==> src/rtl/bs_pkg.sv <==
// bs_pkg: shared types and constants for the barrel-shifter arbiter slice.
//   bs_state_e : controller states (IDLE / EXEC / RESP)
//   BS_OP_W    : width of the shifter op code
//   BS_OP_*    : op code encoding understood by barrelshifter
//   bs_req_t   : request payload {x, s, op} at the default D_SIZE of 4.
//                Wider instances declare the same layout locally,
//                resized from their own D_SIZE parameter.
package bs_pkg;

   typedef enum logic [1:0] {
      IDLE = 2'd0,
      EXEC = 2'd1,
      RESP = 2'd2
   } bs_state_e;

   localparam int BS_OP_W   = 3;
   localparam int BS_D_SIZE = 4;
   localparam int BS_S_W    = $clog2(BS_D_SIZE);

   localparam logic [BS_OP_W-1:0] BS_OP_SLL  = 3'd0; // logical left, vf = ones shifted out
   localparam logic [BS_OP_W-1:0] BS_OP_SRL  = 3'd1; // logical right
   localparam logic [BS_OP_W-1:0] BS_OP_SRA  = 3'd2; // arithmetic right
   localparam logic [BS_OP_W-1:0] BS_OP_ROL  = 3'd3; // rotate left
   localparam logic [BS_OP_W-1:0] BS_OP_ROR  = 3'd4; // rotate right
   localparam logic [BS_OP_W-1:0] BS_OP_SLA  = 3'd5; // arithmetic left, vf = sign lost
   localparam logic [BS_OP_W-1:0] BS_OP_PASS = 3'd6; // y = x
   localparam logic [BS_OP_W-1:0] BS_OP_CLR  = 3'd7; // y = 0

   typedef struct packed {
      logic [BS_D_SIZE-1:0] x;
      logic [BS_S_W-1:0]    s;
      logic [BS_OP_W-1:0]   op;
   } bs_req_t;

endpackage

==> src/rtl/barrelshifter.sv <==
// barrelshifter: combinational shifter shared by all requesters.
//   x      in  D_SIZE          operand
//   s      in  $clog2(D_SIZE)  shift amount
//   op     in  3               op code (see bs_pkg BS_OP_*)
//   y_out  out D_SIZE          result
//   zf_out out 1               result is zero
//   vf_out out 1               overflow (SLL: a one left the word; SLA: sign not preserved)
module barrelshifter
   import bs_pkg::*;
#(
   parameter int D_SIZE = 4
) (
   input  logic [D_SIZE-1:0]         x,
   input  logic [$clog2(D_SIZE)-1:0] s,
   input  logic [BS_OP_W-1:0]        op,
   output logic [D_SIZE-1:0]         y_out,
   output logic                      zf_out,
   output logic                      vf_out
);

   logic [2*D_SIZE-1:0] sll_wide_s;
   logic [D_SIZE-1:0]   sra_s;
   logic [D_SIZE-1:0]   sla_back_s;
   logic [D_SIZE-1:0]   rol_s;
   logic [D_SIZE-1:0]   ror_s;

   // Candidate results for every op, evaluated in parallel.
   always_comb begin
      sll_wide_s = {{D_SIZE{1'b0}}, x} << s;
      sra_s      = $signed(x) >>> s;
      // Shifting the left-shifted value back arithmetically recovers x only
      // when the top s+1 bits of x were all equal, i.e. no signed overflow.
      sla_back_s = $signed(sll_wide_s[D_SIZE-1:0]) >>> s;
      // A shift by D_SIZE yields zero, so s = 0 rotates cleanly.
      rol_s      = (x << s) | (x >> (D_SIZE - int'(s)));
      ror_s      = (x >> s) | (x << (D_SIZE - int'(s)));
   end

   // Op select and flag generation.
   always_comb begin
      y_out  = x;
      vf_out = 1'b0;
      case (op)
         BS_OP_SLL: begin
            y_out  = sll_wide_s[D_SIZE-1:0];
            vf_out = |sll_wide_s[2*D_SIZE-1:D_SIZE];
         end
         BS_OP_SRL:  y_out = x >> s;
         BS_OP_SRA:  y_out = sra_s;
         BS_OP_ROL:  y_out = rol_s;
         BS_OP_ROR:  y_out = ror_s;
         BS_OP_SLA: begin
            y_out  = sll_wide_s[D_SIZE-1:0];
            vf_out = (sla_back_s != x);
         end
         BS_OP_PASS: y_out = x;
         BS_OP_CLR:  y_out = {D_SIZE{1'b0}};
         default:    y_out = x;
      endcase
      zf_out = ~|y_out;
   end

endmodule

==> src/rtl/bs_arbiter_rr.sv <==
// bs_rr_arbiter: combinational round-robin pick.
//   valid    in  N_REQ  request vector
//   rr_ptr   in  ID_W   highest-priority index this round
//   grant    out N_REQ  one-hot winner (all zero when nothing is valid)
//   grant_id out ID_W   winner index (0 when nothing is valid)
module bs_rr_arbiter #(
   parameter int N_REQ = 2,
   parameter int ID_W  = $clog2(N_REQ)
) (
   input  logic [N_REQ-1:0] valid,
   input  logic [ID_W-1:0]  rr_ptr,
   output logic [N_REQ-1:0] grant,
   output logic [ID_W-1:0]  grant_id
);

   localparam logic [N_REQ-1:0] ONE_LSB = {{(N_REQ-1){1'b0}}, 1'b1};

   logic            hi_hit_s;
   logic            lo_hit_s;
   logic [ID_W-1:0] hi_id_s;
   logic [ID_W-1:0] lo_id_s;

   // Lowest valid index at/after rr_ptr, and lowest valid index overall for the wrap.
   always_comb begin
      hi_hit_s = 1'b0;
      lo_hit_s = 1'b0;
      hi_id_s  = {ID_W{1'b0}};
      lo_id_s  = {ID_W{1'b0}};
      // Scanning downwards lets the last hit be the lowest index.
      for (int j = N_REQ - 1; j >= 0; j--) begin
         lo_hit_s = lo_hit_s | valid[j];
         lo_id_s  = valid[j] ? ID_W'(j) : lo_id_s;
         hi_hit_s = hi_hit_s | (valid[j] && (j >= int'(rr_ptr)));
         hi_id_s  = (valid[j] && (j >= int'(rr_ptr))) ? ID_W'(j) : hi_id_s;
      end
   end

   // Winner selection and one-hot encoding.
   always_comb begin
      if (hi_hit_s) begin
         grant_id = hi_id_s;
      end else begin
         grant_id = lo_id_s;
      end
      grant = lo_hit_s ? (ONE_LSB << grant_id) : {N_REQ{1'b0}};
   end

endmodule

==> src/rtl/bs_arbiter.sv <==
// bs_arbiter: shares one barrelshifter among N_REQ requesters, one op at a time.
//   clk_in, rst_n_in              clock, async active-low reset
//   req_valid_in / req_ready_out  request handshake (ready is combinational, IDLE only)
//   req_x_in, req_s_in, req_op_in per-requester operands, sampled on the accept edge
//   rsp_valid_out / rsp_ready_in  response handshake towards the owner
//   rsp_y_out, rsp_zf_out, rsp_vf_out  registered shifter result, held until taken
//   busy_out                      high in EXEC and RESP
//   grant_id_out                  owner of the current transaction
//   done_cnt_out                  completed responses, wrapping
module bs_arbiter
   import bs_pkg::*;
#(
   parameter int D_SIZE = 4,
   parameter int N_REQ  = 2,
   parameter int CNT_W  = 16
) (
   input  logic                                   clk_in,
   input  logic                                   rst_n_in,
   input  logic [N_REQ-1:0]                       req_valid_in,
   output logic [N_REQ-1:0]                       req_ready_out,
   input  logic [N_REQ-1:0][D_SIZE-1:0]           req_x_in,
   input  logic [N_REQ-1:0][$clog2(D_SIZE)-1:0]   req_s_in,
   input  logic [N_REQ-1:0][BS_OP_W-1:0]          req_op_in,
   output logic [N_REQ-1:0]                       rsp_valid_out,
   input  logic [N_REQ-1:0]                       rsp_ready_in,
   output logic [D_SIZE-1:0]                      rsp_y_out,
   output logic                                   rsp_zf_out,
   output logic                                   rsp_vf_out,
   output logic                                   busy_out,
   output logic [$clog2(N_REQ)-1:0]               grant_id_out,
   output logic [CNT_W-1:0]                       done_cnt_out
);

   localparam int S_W  = $clog2(D_SIZE);
   localparam int ID_W = $clog2(N_REQ);
   localparam logic [N_REQ-1:0] ONE_LSB = {{(N_REQ-1){1'b0}}, 1'b1};

   // Same layout as bs_req_t, sized for this instance.
   typedef struct packed {
      logic [D_SIZE-1:0]  x;
      logic [S_W-1:0]     s;
      logic [BS_OP_W-1:0] op;
   } req_t;

   bs_state_e        state_r;
   bs_state_e        state_nxt_s;
   logic [ID_W-1:0]  rr_ptr_r;
   logic [ID_W-1:0]  grant_id_r;
   logic [ID_W-1:0]  win_id_s;
   logic [N_REQ-1:0] win_grant_s;
   logic [N_REQ-1:0] req_ready_s;
   logic [N_REQ-1:0] rsp_valid_r;
   logic [N_REQ-1:0] rsp_valid_nxt_s;
   logic             busy_r;
   logic             busy_nxt_s;
   logic             accept_s;
   logic             capture_s;
   logic             retire_s;
   req_t             req_r;
   logic [D_SIZE-1:0] shf_y_s;
   logic             shf_zf_s;
   logic             shf_vf_s;
   logic [D_SIZE-1:0] rsp_y_r;
   logic             rsp_zf_r;
   logic             rsp_vf_r;
   logic [CNT_W-1:0] done_cnt_r;

   bs_rr_arbiter #(
      .N_REQ (N_REQ),
      .ID_W  (ID_W)
   ) u_rr (
      .valid    (req_valid_in),
      .rr_ptr   (rr_ptr_r),
      .grant    (win_grant_s),
      .grant_id (win_id_s)
   );

   barrelshifter #(
      .D_SIZE (D_SIZE)
   ) u_shifter (
      .x      (req_r.x),
      .s      (req_r.s),
      .op     (req_r.op),
      .y_out  (shf_y_s),
      .zf_out (shf_zf_s),
      .vf_out (shf_vf_s)
   );

   // Next-state logic and per-state strobes.
   always_comb begin
      state_nxt_s = state_r;
      accept_s    = 1'b0;
      capture_s   = 1'b0;
      retire_s    = 1'b0;
      req_ready_s = {N_REQ{1'b0}};
      case (state_r)
         IDLE: begin
            if (|req_valid_in) begin
               accept_s    = 1'b1;
               req_ready_s = win_grant_s;
               state_nxt_s = EXEC;
            end else begin
               state_nxt_s = IDLE;
            end
         end
         EXEC: begin
            capture_s   = 1'b1;
            state_nxt_s = RESP;
         end
         RESP: begin
            // Only the owner's ready bit can close the transaction.
            if (rsp_ready_in[grant_id_r]) begin
               retire_s    = 1'b1;
               state_nxt_s = IDLE;
            end else begin
               state_nxt_s = RESP;
            end
         end
         default: state_nxt_s = IDLE;
      endcase
      busy_nxt_s      = (state_nxt_s != IDLE);
      rsp_valid_nxt_s = (state_nxt_s == RESP) ? (ONE_LSB << grant_id_r) : {N_REQ{1'b0}};
   end

   // Control registers: state, round-robin pointer, owner and status flags.
   always_ff @(posedge clk_in or negedge rst_n_in) begin
      if (!rst_n_in) begin
         state_r     <= IDLE;
         rr_ptr_r    <= {ID_W{1'b0}};
         grant_id_r  <= {ID_W{1'b0}};
         busy_r      <= 1'b0;
         rsp_valid_r <= {N_REQ{1'b0}};
      end else begin
         state_r     <= state_nxt_s;
         busy_r      <= busy_nxt_s;
         rsp_valid_r <= rsp_valid_nxt_s;
         if (accept_s) begin
            grant_id_r <= win_id_s;
            rr_ptr_r   <= (win_id_s == ID_W'(N_REQ - 1)) ? {ID_W{1'b0}} : win_id_s + ID_W'(1);
         end
      end
   end

   // Datapath registers: operands on accept, shifter result on EXEC.
   always_ff @(posedge clk_in or negedge rst_n_in) begin
      if (!rst_n_in) begin
         req_r    <= '{x: {D_SIZE{1'b0}}, s: {S_W{1'b0}}, op: {BS_OP_W{1'b0}}};
         rsp_y_r  <= {D_SIZE{1'b0}};
         rsp_zf_r <= 1'b0;
         rsp_vf_r <= 1'b0;
      end else begin
         if (accept_s) begin
            req_r.x  <= req_x_in[win_id_s];
            req_r.s  <= req_s_in[win_id_s];
            req_r.op <= req_op_in[win_id_s];
         end
         if (capture_s) begin
            rsp_y_r  <= shf_y_s;
            rsp_zf_r <= shf_zf_s;
            rsp_vf_r <= shf_vf_s;
         end
      end
   end

   // Completed-response counter, wraps naturally.
   always_ff @(posedge clk_in or negedge rst_n_in) begin
      if (!rst_n_in) begin
         done_cnt_r <= {CNT_W{1'b0}};
      end else if (retire_s) begin
         done_cnt_r <= done_cnt_r + CNT_W'(1);
      end
   end

   assign req_ready_out = req_ready_s;
   assign rsp_valid_out = rsp_valid_r;
   assign rsp_y_out     = rsp_y_r;
   assign rsp_zf_out    = rsp_zf_r;
   assign rsp_vf_out    = rsp_vf_r;
   assign busy_out      = busy_r;
   assign grant_id_out  = grant_id_r;
   assign done_cnt_out  = done_cnt_r;

endmodule
==> config.mk <==
export PLATFORM = sky130hd
export DESIGN_NAME = bs_arbiter
export DESIGN_NICKNAME = d
export VERILOG_FILES = /design/src/rtl/bs_pkg.sv /design/src/rtl/barrelshifter.sv /design/src/rtl/bs_arbiter_rr.sv /design/src/rtl/bs_arbiter.sv
export SDC_FILE = /design/constraint.sdc
export NUM_CORES = 1
export LEC_CHECK = 0
export CAP_MARGIN = 5
export CORE_AREA = 2 2 75 77
export CTS_CLUSTER_DIAMETER = 120
export DETAILED_ROUTE_END_ITERATION = 10
export DIE_AREA = 0 0 77 79
export HOLD_SLACK_MARGIN = 0.12
export PLACE_DENSITY = 0.74
export SETUP_SLACK_MARGIN = 0.4
export SLEW_MARGIN = 25
export SYNTH_ARGS = -nofsm -noshare
export SYNTH_HDL_FRONTEND = slang
export SYNTH_SLANG_ARGS = --single-unit
==> constraint.sdc <==
create_clock -name clk_in -period 6.4 [get_ports clk_in]
set_input_delay 0.96 -clock clk_in [delete_from_list [all_inputs] [get_ports clk_in]]
set_output_delay 0.96 -clock clk_in [all_outputs]
set_load 0.05 [all_outputs]
==> summary.md, run 1 <==
After clock tree synthesis, the setup repair step added 0 buffers. Counting along the longest clock path gives a buffer depth of 2. Setup repair after global routing left no endpoint under its margin. From bottom edge to top edge, the die measures 79 um. For the final database, setup skew stands at 0.00563 ns.

Ranked by total cell area, the synthesized netlist is headed by sky130_fd_sc_hd__dfrtp_1 42%, sky130_fd_sc_hd__a222oi_1 4.0%, sky130_fd_sc_hd__xor2_1 3.5%, sky130_fd_sc_hd__nand2_1 3.3%, sky130_fd_sc_hd__inv_1 3.0%. STA classifies the critical path endpoint as an output pin. The slew at the pin closest to its max-slew limit is 0.896 ns, and the total leakage power is 1.23 nW. For this run, the leading register cell type out of synthesis is sky130_fd_sc_hd__dfrtp_1. The initial antenna violation count was 0. After detailed routing, the average wire length per cell comes to 15.1 um. VDD sags by at most 0.312 mV. Overall global routing resource usage: 18.1%. The floorplan step set the die width to 77 um. Summing all placed instances gives a cell area of 0.00277 mm^2.

Cell area after layout: 0.00286 mm^2. The tools report the number of instances in the synthesized netlist as 236. The run gives 1893 as the number of global-route vias before repair. In this run, the combinational gates consume 56.0% of the power.

The final layout contains routed wiring with a total length of 5240 um. The weighted congestion reported at the end of routability-driven placement is 0.824. Per report_power, the sequential group accounts for 33.2% of the total.

The maximum net fanout on the critical path was 15; the antenna violation net count after detailed routing was 0. In the synthesized netlist, the cells that appear most often are 38 x sky130_fd_sc_hd__dfrtp_1, 20 x sky130_fd_sc_hd__nand2_1, 18 x sky130_fd_sc_hd__inv_1, 12 x sky130_fd_sc_hd__clkbuf_1. Net switching is 49.2% of the power.

The min-delay analysis places its worst path in the category flip-flop to flip-flop. In the routed layout, each cell is associated on average with a via count of 5.63. The post-detailed-route DRC marker count came out at 0. Clock-pin slew was measured on the worst setup and hold paths at 0.07 ns. The total count of max-transition violations in the final report was 0. The share of synthesized flip-flops with an asynchronous set or reset came out at 100%. Dividing the synthesized area by the synthesized cell count gives 9.62 um^2. Once the clock tree was built, the resizer swapped 0 gates to a different size. The first global-routing pass estimated 8980 um of wire.

When the netlist entered floorplanning its net count stood at 263. The CTS sink count is 38, and the depth of the CTS H-tree is 2. For the number of vias after detailed routing, the log shows 1952. In this run, the number of DRC markers left after iteration 0 of detailed routing was 212.

The setup-violating endpoint count in the final report was 0; the data arrival at the endpoint of the critical path was 3.34 ns. For the finished layout, the period the worst path requires is 4.30 ns. The run finished with clean final reports. The root buffer cell is sky130_fd_sc_hd__clkbuf_8.

The most frequent cell after synthesis was sky130_fd_sc_hd__dfrtp_1. For this design the top-level I/O count stands at 52. The logs give 0 for the antenna diode count and 42.5% for the starting density of the core. The area added between synthesis and finish was 26.1%. The headroom to the max-slew limit is 39.8%, and the flip-flop and latch count after synthesis is 38. The tools report the netlist area before placement as 0.00227 mm^2. TritonCTS built the clock tree. The largest total area in the synthesized netlist belongs to sky130_fd_sc_hd__dfrtp_1. The clock network burns 10.8% of the power.

The number of violations of the max-capacitance limit was 0; the total negative setup slack was 0 ns. The classification of the worst setup path is input pin to output pin. The number of distinct library cells after synthesis was 55. The hold violation count in the final report came out at 0. The worst setup path is launched from an input pin. Counting flops with a built-in enable in the synthesized netlist gives 0.

The number of buffers inserted by hold repair at cts is 0, and the clock latency of the later-clocked register in the worst-skew pair is 0.28 ns. Entering global routing, the biggest net connects 39 pins. Die area: 0.00608 mm^2.

In the finished design, the share of the clock period the worst path needs comes to 67.2%. The run gives 0 as the total of warnings raised by yosys. The analysis attributes to net switching a power of 0.759 mW.

Static timing analysis puts the maximum clock frequency at 232 MHz. Number of buffers added by the clock tree synthesis step: 5. The pre-antenna-repair detailed-routing pass consisted of 5 iterations. The run gives 3750 um as the detailed placer's ending HPWL. The power per cell area is 539 mW/mm^2, and the count of input and output buffers is 51. Sequential cells were found to cover 41.9% of the synthesized design area.

The placeable core area is 0.00534 mm^2. Internal power comes to 0.784 mW. The number of rows created at floorplan was 27; the critical path required time was 5.44 ns.

The proportion of layout cells with a drive suffix above 1 came out at 8.73%. Summed over its instances, the top area cell type makes up 41.9% of the synthesized netlist area. For this run, the post-layout net count is 301. Total overflow reported by the global router: 0.
-- worst max-delay path, cell delays in order --
cell and delay, ns:
sky130_fd_sc_hd__clkdlybuf4s50_1 0.47, sky130_fd_sc_hd__o21ai_1 0.31, sky130_fd_sc_hd__nor2b_1 0.67, sky130_fd_sc_hd__clkdlybuf4s50_1 0.93
-- cells in the final DEF (no fill, tap or decap), types with 3 or more instances in the layout --
master,n
sky130_fd_sc_hd__dfrtp_1,38
sky130_fd_sc_hd__a21oi_1,9
sky130_fd_sc_hd__xnor2_1,7
sky130_fd_sc_hd__nand3_1,7
sky130_fd_sc_hd__nor4_1,3
sky130_fd_sc_hd__nor2b_1,4
sky130_fd_sc_hd__and3_1,3
sky130_fd_sc_hd__inv_1,18
sky130_fd_sc_hd__nand2_1,20
sky130_fd_sc_hd__nand2b_1,7
sky130_fd_sc_hd__mux2_2,5
sky130_fd_sc_hd__ha_1,3
sky130_fd_sc_hd__clkdlybuf4s50_1,50
sky130_fd_sc_hd__a222oi_1,9
sky130_fd_sc_hd__mux2i_1,6
sky130_fd_sc_hd__nor2_1,9
sky130_fd_sc_hd__xor2_1,9
sky130_fd_sc_hd__nor3_1,6
sky130_fd_sc_hd__o21ai_0,9
sky130_fd_sc_hd__clkbuf_8,6
sky130_fd_sc_hd__o32a_2,3
-- power by group through the flow --
stage / sequential [mW] / clock, mW / combinational, mW
floorplan: 0.555 / 0 / 0.601
global placement: 0.514 / 0 / 0.848
detailed placement: 0.513 / 0 / 0.861
CTS: 0.510 / 0.171 / 0.864
global route: 0.536 / 0.183 / 0.932
finish: 0.512 / 0.166 / 0.864
-- logic make-up after synthesis --
kind of cell	Yosys count	synth area share, %
compound gates	57	19.2
mux	12	6.12
flops	38	41.9
simple gates	71	16.9
buf+inv	38	7.33
xor+xnor	17	6.89
fa+ha+maj	3	1.65
-- path summary, 6_finish.rpt --
check	start	endpoint	slack [ns]	depth (start not counted)
max	req_valid_in[1]	req_ready_out[0]	2.10	4
min	done_cnt_out[15]$_DFFE_PN0P_	done_cnt_out[15]$_DFFE_PN0P_	0.48	1
max reg2reg	req_r[4]$_DFFE_PN0P_	rsp_zf_out$_DFFE_PN0N_	3.37	7
min reg2reg	done_cnt_out[15]$_DFFE_PN0P_	done_cnt_out[15]$_DFFE_PN0P_	0.48	1
max in group asynchronous	rst_n_in	req_r[0]$_DFFE_PN0P_	5.12	1
min in group asynchronous	rst_n_in	done_cnt_out[8]$_DFFE_PN0P_	0.77	1
-- layer usage --
| metal | up-vias | part of all wire (%) | track usage (%) |
|---|---|---|---|
| met2 | 56 | 51 | 31.1 |
| met3 | 14 | 5.7 | 4.43 |
| met1 | 957 | 42 | 22.0 |
| met5 | - | 0 | 0 |
| li1 | 925 | - | - |
| met4 | 0 | 2.2 | 7.32 |
-- final cells by class --
cell class / count / area, um^2
Sequential cell: 38 / 951
Clock buffer: 7 / 86.3
Multi-Input combinational cell: 160 / 1160
Timing Repair Buffer: 51 / 505
Fill cell: 499 / 2470
Inverter: 18 / 67.6
Tap cell: 72 / 90.1
Clock inverter: 1 / 5.00
-- registers in the layout, indices dropped and copies added (netlist names), 2 cells and up --
register / count
done_cnt_out: 16
state_r: 2
rsp_valid_out: 2
rsp_y_out: 4
req_r: 9
-- per-stage QoR --
stage | std cells | util, % | hold WS, ns | power [mW] | worst slack [ns]
after floorplan | 236 | - | 0.444 | 1.16 | 3.48
after global placement | 339 | 51.8 | 0.458 | 1.36 | 2.15
after detailed placement | 339 | 51.8 | 0.470 | 1.37 | 2.07
after CTS | 347 | 53.5 | 0.486 | 1.55 | 2.08
after global routing | 347 | 53.6 | 0.493 | 1.65 | 1.96
final | 347 | 53.6 | 0.478 | 1.54 | 2.10
(Power assumes the default switching activity.)
==> inputs of run 2 (changes only) <==
==> constraint.sdc (replaced) <==
create_clock -name clk_in -period 4.48 [get_ports clk_in]
set_input_delay 0.672 -clock clk_in [delete_from_list [all_inputs] [get_ports clk_in]]
set_output_delay 0.672 -clock clk_in [all_outputs]
set_load 0.05 [all_outputs]
==> run 2 against run 1 <==
Against the previous run:
- final cell count rose by 0.29%
- global-route usage is 0.36 points lower
- via count shrank 0.20%
- largest cell class unchanged
- clock power increased by 45%
==> summary.md, run 2 (synthesis gave the netlist of run 1 again) <==
The flow ran to the end, and the final reports show no timing, DRC or antenna violations. The DRC marker count from the first detailed-route iteration came out at 245 (+16%). The worst register-to-register path begins at req_r[3]$_DFFE_PN0P_. The number of buffers added by the clock tree synthesis step is 5 (unchanged), and the power per cell area is 770 mW/mm^2 (+43%).

The worst setup path is launched from an input pin. For the placeable core area, the log shows 0.00534 mm^2 (unchanged). Kind of end point of the critical path: an output pin. Antenna violation net count after detailed routing: 0 (unchanged). The logs give 340 (+0.29%) for the number of instances in the placed design and 0 (unchanged) for the hold violation count in the final report. For the number of I/O pins, the log shows 52 (unchanged).

The post-route core utilization is 53.7% (about the same). The share of the clock period used by the worst path after layout is 83.0%. The proportion of layout cells with a drive suffix above 1 was 8.70% (-0.032 points); the worst-case clock buffer depth was 2 (unchanged).

The total routed wirelength is 5210 um (-0.61%), and the total negative setup slack is 0 ns (unchanged). The number of buffers inserted by hold repair at cts is 0 (unchanged), and the maximum net fanout on the critical path is 15 (unchanged). The die height was 79 um (unchanged); the number of violations of the max-capacitance limit was 0 (unchanged). The top cell types in the final layout, fill and taps aside, are 50 x sky130_fd_sc_hd__clkdlybuf4s50_1, 38 x sky130_fd_sc_hd__dfrtp_1, 20 x sky130_fd_sc_hd__nand2_1, 18 x sky130_fd_sc_hd__inv_1. The run gives 22.7% (+0.71 points) as the global-route track usage on met1.

The delay of the slowest cell on the worst path is 0.93 ns (about the same), and the weighted congestion reported at the end of routability-driven placement is 0.832 (+1.0%). The die width was 77 um (unchanged). The number of global-route vias before repair was 1832 (-3.2%); the count of input and output buffers was 51 (unchanged).

The run gives 1.46 ns (-1.91 ns) as the minimum setup slack among reg-to-reg paths. For the post-detailed-route DRC marker count, the log shows 0 (unchanged). The post-cts repair resize count is 0 (unchanged), and the number of cells in the finished layout apart from fillers is 348 (+0.29%). For the data arrival at the endpoint of the critical path, the log shows 3.05 ns (-0.29 ns). The depth of the CTS H-tree is 2 (unchanged).

The library cell used most frequently in the layout, excluding fill and tap cells, is sky130_fd_sc_hd__clkdlybuf4s50_1. Setup repair after global routing left no endpoint under its margin. The cell with the largest stage delay on the worst path is sky130_fd_sc_hd__clkdlybuf4s50_1. The slew at the pin closest to its max-slew limit is 0.901 ns (+0.00453 ns).

The worst-case clock skew is 0.00922 ns (+0.00358 ns). The run gives 1.24 nW (+0.28%) as the total leakage power. The root buffer cell is sky130_fd_sc_hd__clkbuf_8.

The headroom to the max-slew limit is 39.5% (-0.30 points), and the die area is 0.00608 mm^2 (unchanged). The via-per-instance ratio was 5.60 (-0.49%). The run gives 3650 um (-2.7%) as the detailed placer's ending HPWL. The maximum vdd ir drop is 0.420 mV (+35%). The setup fix buffers added after clock tree synthesis was 0 (unchanged); the total power of the final layout was 2.21 mW (+43%). The slack of the critical path came out at 0.760 ns (-1.34 ns). The tools report the end of the worst register-to-register path as rsp_zf_out$_DFFE_PN0N_.

The global routing stage identified its most utilized layer as met2. For the starting density of the core, the log shows 42.5% (unchanged). The family with the most delay on the worst path was buffers and inverters.

The total overflow reported by the global router came out at 0 (unchanged). Count of cells along the worst register-to-register path: 7 (unchanged). The count of buffer and inverter cells on the critical path was 2 (unchanged); the cell area after layout was 0.00287 mm^2 (about the same).

The critical path required time is 3.81 ns (-1.63 ns), and the clock latency of the later-clocked register in the worst-skew pair is 0.29 ns (about the same). The signal on the critical path passes through clkdlybuf4s50_1 > o21ai_1 > nor2b_1 > clkdlybuf4s50_1. The setup-violating endpoint count in the final report is 0 (unchanged), and the number of vias after detailed routing is 1948 (-0.20%). The clock slew seen by the registers of the worst setup and hold paths works out to 0.08 ns (about the same). For the number of rows created at floorplan, the log shows 27 (unchanged).

Total placed instance area: 0.00277 mm^2 (+0.27%). The antenna diode count was 0 (unchanged). The flip-flop count of the largest register, all copies and words added is 16 (unchanged). The kind of path behind the tightest hold check is input pin to async pin. The wire length of the first global-routing pass was 8730 um (-2.8%); the overall global routing resource usage was 17.7% (-0.36 points).

Static timing analysis puts the maximum clock frequency at 269 MHz. The met2 track demand over resource is 30.4% (-0.70 points), and the initial antenna violation count is 0 (unchanged). The tightest hold margin came out at 0.474 ns (-0.00346 ns). The net total in the final layout is 302 (+0.33%). The worst setup path is of the input pin to output pin kind. The routed length per instance came out at 15.0 um (-0.90%).

The setup slack at placement came out at 0.814 ns (-1.26 ns). The clock period could shrink to 3.72 ns. The met3 layer usage reported by global route was 3.07% (-1.4 points). TritonCTS built the clock tree. The CTS sink count came out at 38 (unchanged). For the maximum number of pins on one net before global-route repair, the log shows 39 (unchanged). The most numerous cell type found on the critical path is sky130_fd_sc_hd__clkdlybuf4s50_1. The tools report the number of detailed-routing iterations run before antenna repair as 7 (+2).

The tools report the total count of max-transition violations in the final report as 0 (unchanged). The area added between synthesis and finish came out at 26.2% (about the same).
-- run 2: changes by cell type in the layout (fill, tap and decap cells not counted) --
cell / previous run / this run
sky130_fd_sc_hd__buf_4: 0 / 1
sky130_fd_sc_hd__nor3_1: 6 / 7
sky130_fd_sc_hd__nor3_2: 1 / 0
-- run 2: cell type report --
cell class	instances	area [um^2]
inverter	18	67.6
tap	72	90.1
multi-input combinational	160	1150
fill	502	2470
timing repair buffer	52	513
sequential	38	951
clock buffer	7	86.3
clock inverter	1	5.00
-- run 2: how the worst max path moves through the flow --
stage	endpoint	slack, ns	cells after the start	start
final	req_ready_out[0]	0.76	4	req_valid_in[1]
after global placement	req_ready_out[0]	0.84	4	req_valid_in[1]
after floorplan	req_ready_out[0]	2.14	4	req_valid_in[0]
after global routing	req_ready_out[0]	0.67	4	req_valid_in[1]
after CTS	req_ready_out[0]	0.81	4	req_valid_in[1]
after detailed placement	req_ready_out[0]	0.81	4	req_valid_in[1]
-- run 2: report_power, final --
group,internal (mW),total (mW),switching (mW)
sequential,0.465,0.732,0.267
clock,0.124,0.240,0.116
combinational,0.532,1.23,0.701
total,1.12,2.21,1.08
-- run 2: routing by layer --
metal	part of all wire, %	vias up
met5	0	-
met4	1.6	0
met3	5.3	10
met2	50	72
met1	43	939
li1	-	927
==> inputs of run 3 (changes only) <==
--- a/config.mk
+++ b/config.mk
@@ -11,7 +11,7 @@
 export DETAILED_ROUTE_END_ITERATION = 10
 export DIE_AREA = 0 0 77 79
 export HOLD_SLACK_MARGIN = 0.12
-export PLACE_DENSITY = 0.74
+export PLACE_DENSITY = 0.77
 export SETUP_SLACK_MARGIN = 0.4
 export SLEW_MARGIN = 25
 export SYNTH_ARGS = -nofsm -noshare
==> constraint.sdc (replaced) <==
create_clock -name clk_in -period 3.1 [get_ports clk_in]
set_input_delay 0.465 -clock clk_in [delete_from_list [all_inputs] [get_ports clk_in]]
set_output_delay 0.465 -clock clk_in [all_outputs]
set_load 0.05 [all_outputs]
==> run 3 against run 2 <==
Against the previous run:
- total power is 48% higher
- sequential share of layout area is 0.57 points lower
- first-iteration DRC count shrank 8.2%
- cell area grew 1.7%
- combinational power is 57% higher
- critical endpoint is now rsp_zf_out$_DFFE_PN0N_
- largest cell class unchanged
- largest power group unchanged
==> summary.md, run 3 (synthesis gave the netlist of run 1 again) <==
The flow ran to the end, and the final reports show no timing, DRC or antenna violations. The run gives 0.00534 mm^2 (unchanged) as the placeable core area. The total negative setup slack was 0 ns (unchanged); the area added between synthesis and finish was 28.4%.

The tree is rooted in a sky130_fd_sc_hd__clkbuf_8. Of the available clock period, the critical path in the final layout requires 77.6%. The routed length per instance was 14.9 um (-0.30%). The tools report the hold violation count in the final report as 0 (unchanged). The number of violations of the max-capacitance limit came out at 0 (unchanged). The via-per-instance ratio is 5.67 (+1.3%), and the number of instances in the placed design is 344 (+1.2%). For the setup fix buffers added after clock tree synthesis, the log shows 0 (unchanged).

The run gives 52 (unchanged) as the number of I/O pins. The run gives 3770 um (+3.4%) as the detailed placer's ending HPWL. Cell with the largest stage delay on the worst path: sky130_fd_sc_hd__ha_1.

Maximum number of pins on one net before global-route repair: 39 (unchanged). The run gives 29.8% (-0.53 points) as the met2 track demand over resource. The initial antenna violation count was 0 (unchanged).

The die area was 0.00608 mm^2 (unchanged). The library cell used most frequently in the layout, excluding fill and tap cells, is sky130_fd_sc_hd__clkdlybuf4s50_1. Number of global-route vias before repair: 1835 (+0.16%).

The logs give 0 (unchanged) for the setup-violating endpoint count in the final report and 0.640 mV (+52%) for the maximum vdd ir drop. The met3 layer usage reported by global route is 3.64% (+0.57 points), and the antenna diode count is 0 (unchanged). The number of cells in the finished layout apart from fillers is 352 (+1.1%).

The delay of the slowest cell on the worst path is 0.54 ns (-0.39 ns). The clock slew seen by the registers of the worst setup and hold paths is 0.07 ns (about the same), and the post-detailed-route DRC marker count is 0 (unchanged). By startpoint and endpoint, the worst setup path is classified as flip-flop to flip-flop.

Counting I/O delays and the setup requirement, the final critical path takes 2.41 ns. The number of buffers added by the clock tree synthesis step is 5 (unchanged), and the worst-case clock buffer depth is 2 (unchanged). The total leakage power was 1.27 nW (+2.4%). Post-cts repair resize count: 0 (unchanged). The most utilized layer in the global route result was met2.

TritonCTS built the clock tree. Kind of start point of the critical path: a flip-flop. The proportion of layout cells with a drive suffix above 1 was 10.7% (+2.0 points); the count of input and output buffers was 51 (unchanged). The worst hold path belongs to the class input pin to async pin.

The slew at the pin closest to its max-slew limit was 0.852 ns (-0.0489 ns); the minimum setup slack among reg-to-reg paths was 0.69 ns (-0.77 ns). The number of fill cells was 508 (+1.2%); the antenna violation net count after detailed routing was 0 (unchanged). The run gives 54.6% (+0.94 points) as the post-route core utilization. For the starting density of the core, the log shows 42.5% (unchanged).

The maximum net fanout on the critical path is 10 (-5). The total routed wirelength was 5250 um (+0.85%). The number of rows created at floorplan came out at 27 (unchanged).

The weighted congestion reported at the end of routability-driven placement was 0.854 (+2.6%); the die width was 77 um (unchanged). The CTS sink count was 38 (unchanged). The tools report the data arrival at the endpoint of the critical path as 2.60 ns (-0.45 ns).

The power per cell area was 1120 mW/mm^2 (+45%). The net total in the final layout is 306 (+1.3%), and the total overflow reported by the global router is 0 (unchanged). The number of buffers inserted by hold repair at cts was 0 (unchanged). For this run, the top clock speed supported by timing is 416 MHz. The top cell types in the final layout, fill and taps aside, are 48 x sky130_fd_sc_hd__clkdlybuf4s50_1, 38 x sky130_fd_sc_hd__dfrtp_1, 20 x sky130_fd_sc_hd__nand2_1, 18 x sky130_fd_sc_hd__inv_1. The die height was 79 um (unchanged); the number of vias after detailed routing was 1996 (+2.5%). Setup repair after global routing left no endpoint under its margin. The tools report the setup slack at placement as 0.749 ns (-0.0649 ns).

The worst setup path is captured at a flip-flop. Walking the worst path, the cells encountered are inv_1 > ha_1 > mux2i_1 > o32a_2 > nor3_1 > or4_4 > o41ai_2. The end of the worst register-to-register path was rsp_zf_out$_DFFE_PN0N_. The number of detailed-routing iterations run before antenna repair is 5 (-2), and the critical path required time is 3.29 ns (-0.52 ns). For the overall global routing resource usage, the log shows 18.3% (+0.53 points).

The run gives 0.29 ns (about the same) as the clock latency of the later-clocked register in the worst-skew pair. The total count of max-transition violations in the final report is 0 (unchanged), and the slack of the critical path is 0.694 ns (-0.0662 ns). The tools report the worst-case clock skew as 0.00406 ns (-0.00516 ns). The depth of the CTS H-tree is 2 (unchanged), and the headroom to the max-slew limit is 43.2% (+3.7 points). The wire length of the first global-routing pass was 9050 um (+3.7%); the count of cells along the worst register-to-register path was 7 (unchanged).

The flip-flop count of the largest register, all copies and words added is 16 (unchanged), and the total power of the final layout is 3.26 mW (+48%). The tools report the start of the worst register-to-register path as req_r[4]$_DFFE_PN0P_. The tools report the DRC marker count from the first detailed-route iteration as 225 (-8.2%).

The run gives 24.8% (+2.1 points) as the global-route track usage on met1.
[run 3: cell types whose count changed in the layout (fill, tap and decap cells not counted)]
cell	before	now
sky130_fd_sc_hd__clkdlybuf4s50_1	50	48
sky130_fd_sc_hd__buf_12	0	2
sky130_fd_sc_hd__buf_4	1	5
[run 3: metal layers]
layer,vias to the layer above,routed length (um)
li1,943,-
met1,963,2270
met2,82,2630
met3,8,282
met4,0,66
met5,-,0
[run 3: how the worst max path moves through the flow]
stage | start | to | slack, ns | depth (start not counted)
3_3_place_gp | rsp_ready_in[1] | done_cnt_out[15]$_DFFE_PN0P_ | 0.81 | 6
2_1_floorplan | req_r[4]$_DFFE_PN0P_ | rsp_zf_out$_DFFE_PN0N_ | 0.84 | 9
6_report | req_r[4]$_DFFE_PN0P_ | rsp_zf_out$_DFFE_PN0N_ | 0.69 | 7
5_1_grt | req_r[4]$_DFFE_PN0P_ | rsp_zf_out$_DFFE_PN0N_ | 0.56 | 7
3_5_place_dp | rsp_ready_in[1] | done_cnt_out[15]$_DFFE_PN0P_ | 0.75 | 6
4_1_cts | req_r[4]$_DFFE_PN0P_ | rsp_zf_out$_DFFE_PN0N_ | 0.75 | 7
[run 3: power by group]
group | switching, mW | internal (mW)
clock network | 0.164 | 0.179
registers | 0.306 | 0.674
logic | 1.12 | 0.817
total | 1.59 | 1.67
[run 3: critical path: cells and delay by family, from the launching register on]
kind / cells / cell delay [ns]
AOI/OAI and AO/OA: 2 / 0.50
adders and majority gates: 1 / 0.54
buffers and inverters: 1 / 0.13
DFF: 1 / 0.34
muxes: 1 / 0.30
and+or+nand+nor: 2 / 0.50
[run 3: final cells by class]
| type | count | area [um^2] | area share, % |
|---|---|---|---|
| inverters | 18 | 67.6 | 2.32 |
| repair buffers | 56 | 563 | 19.3 |
| multi-input cells | 160 | 1150 | 39.5 |
| well taps | 72 | 90.1 | 3.09 |
| clock buffers | 7 | 86.3 | 2.96 |
| clock inverters | 1 | 5.00 | 0.172 |
| flip-flops and latches | 38 | 951 | 32.6 |
[run 3: per-stage QoR]
| step | hold WS, ns | instance area (um^2) |
|---|---|---|
| floorplan | 0.169 | 2270 |
| finish | 0.279 | 2920 |
| global placement | 0.462 | 2820 |
| detailed placement | 0.465 | 2820 |
| CTS | 0.294 | 2920 |
| global route | 0.358 | 2920 |
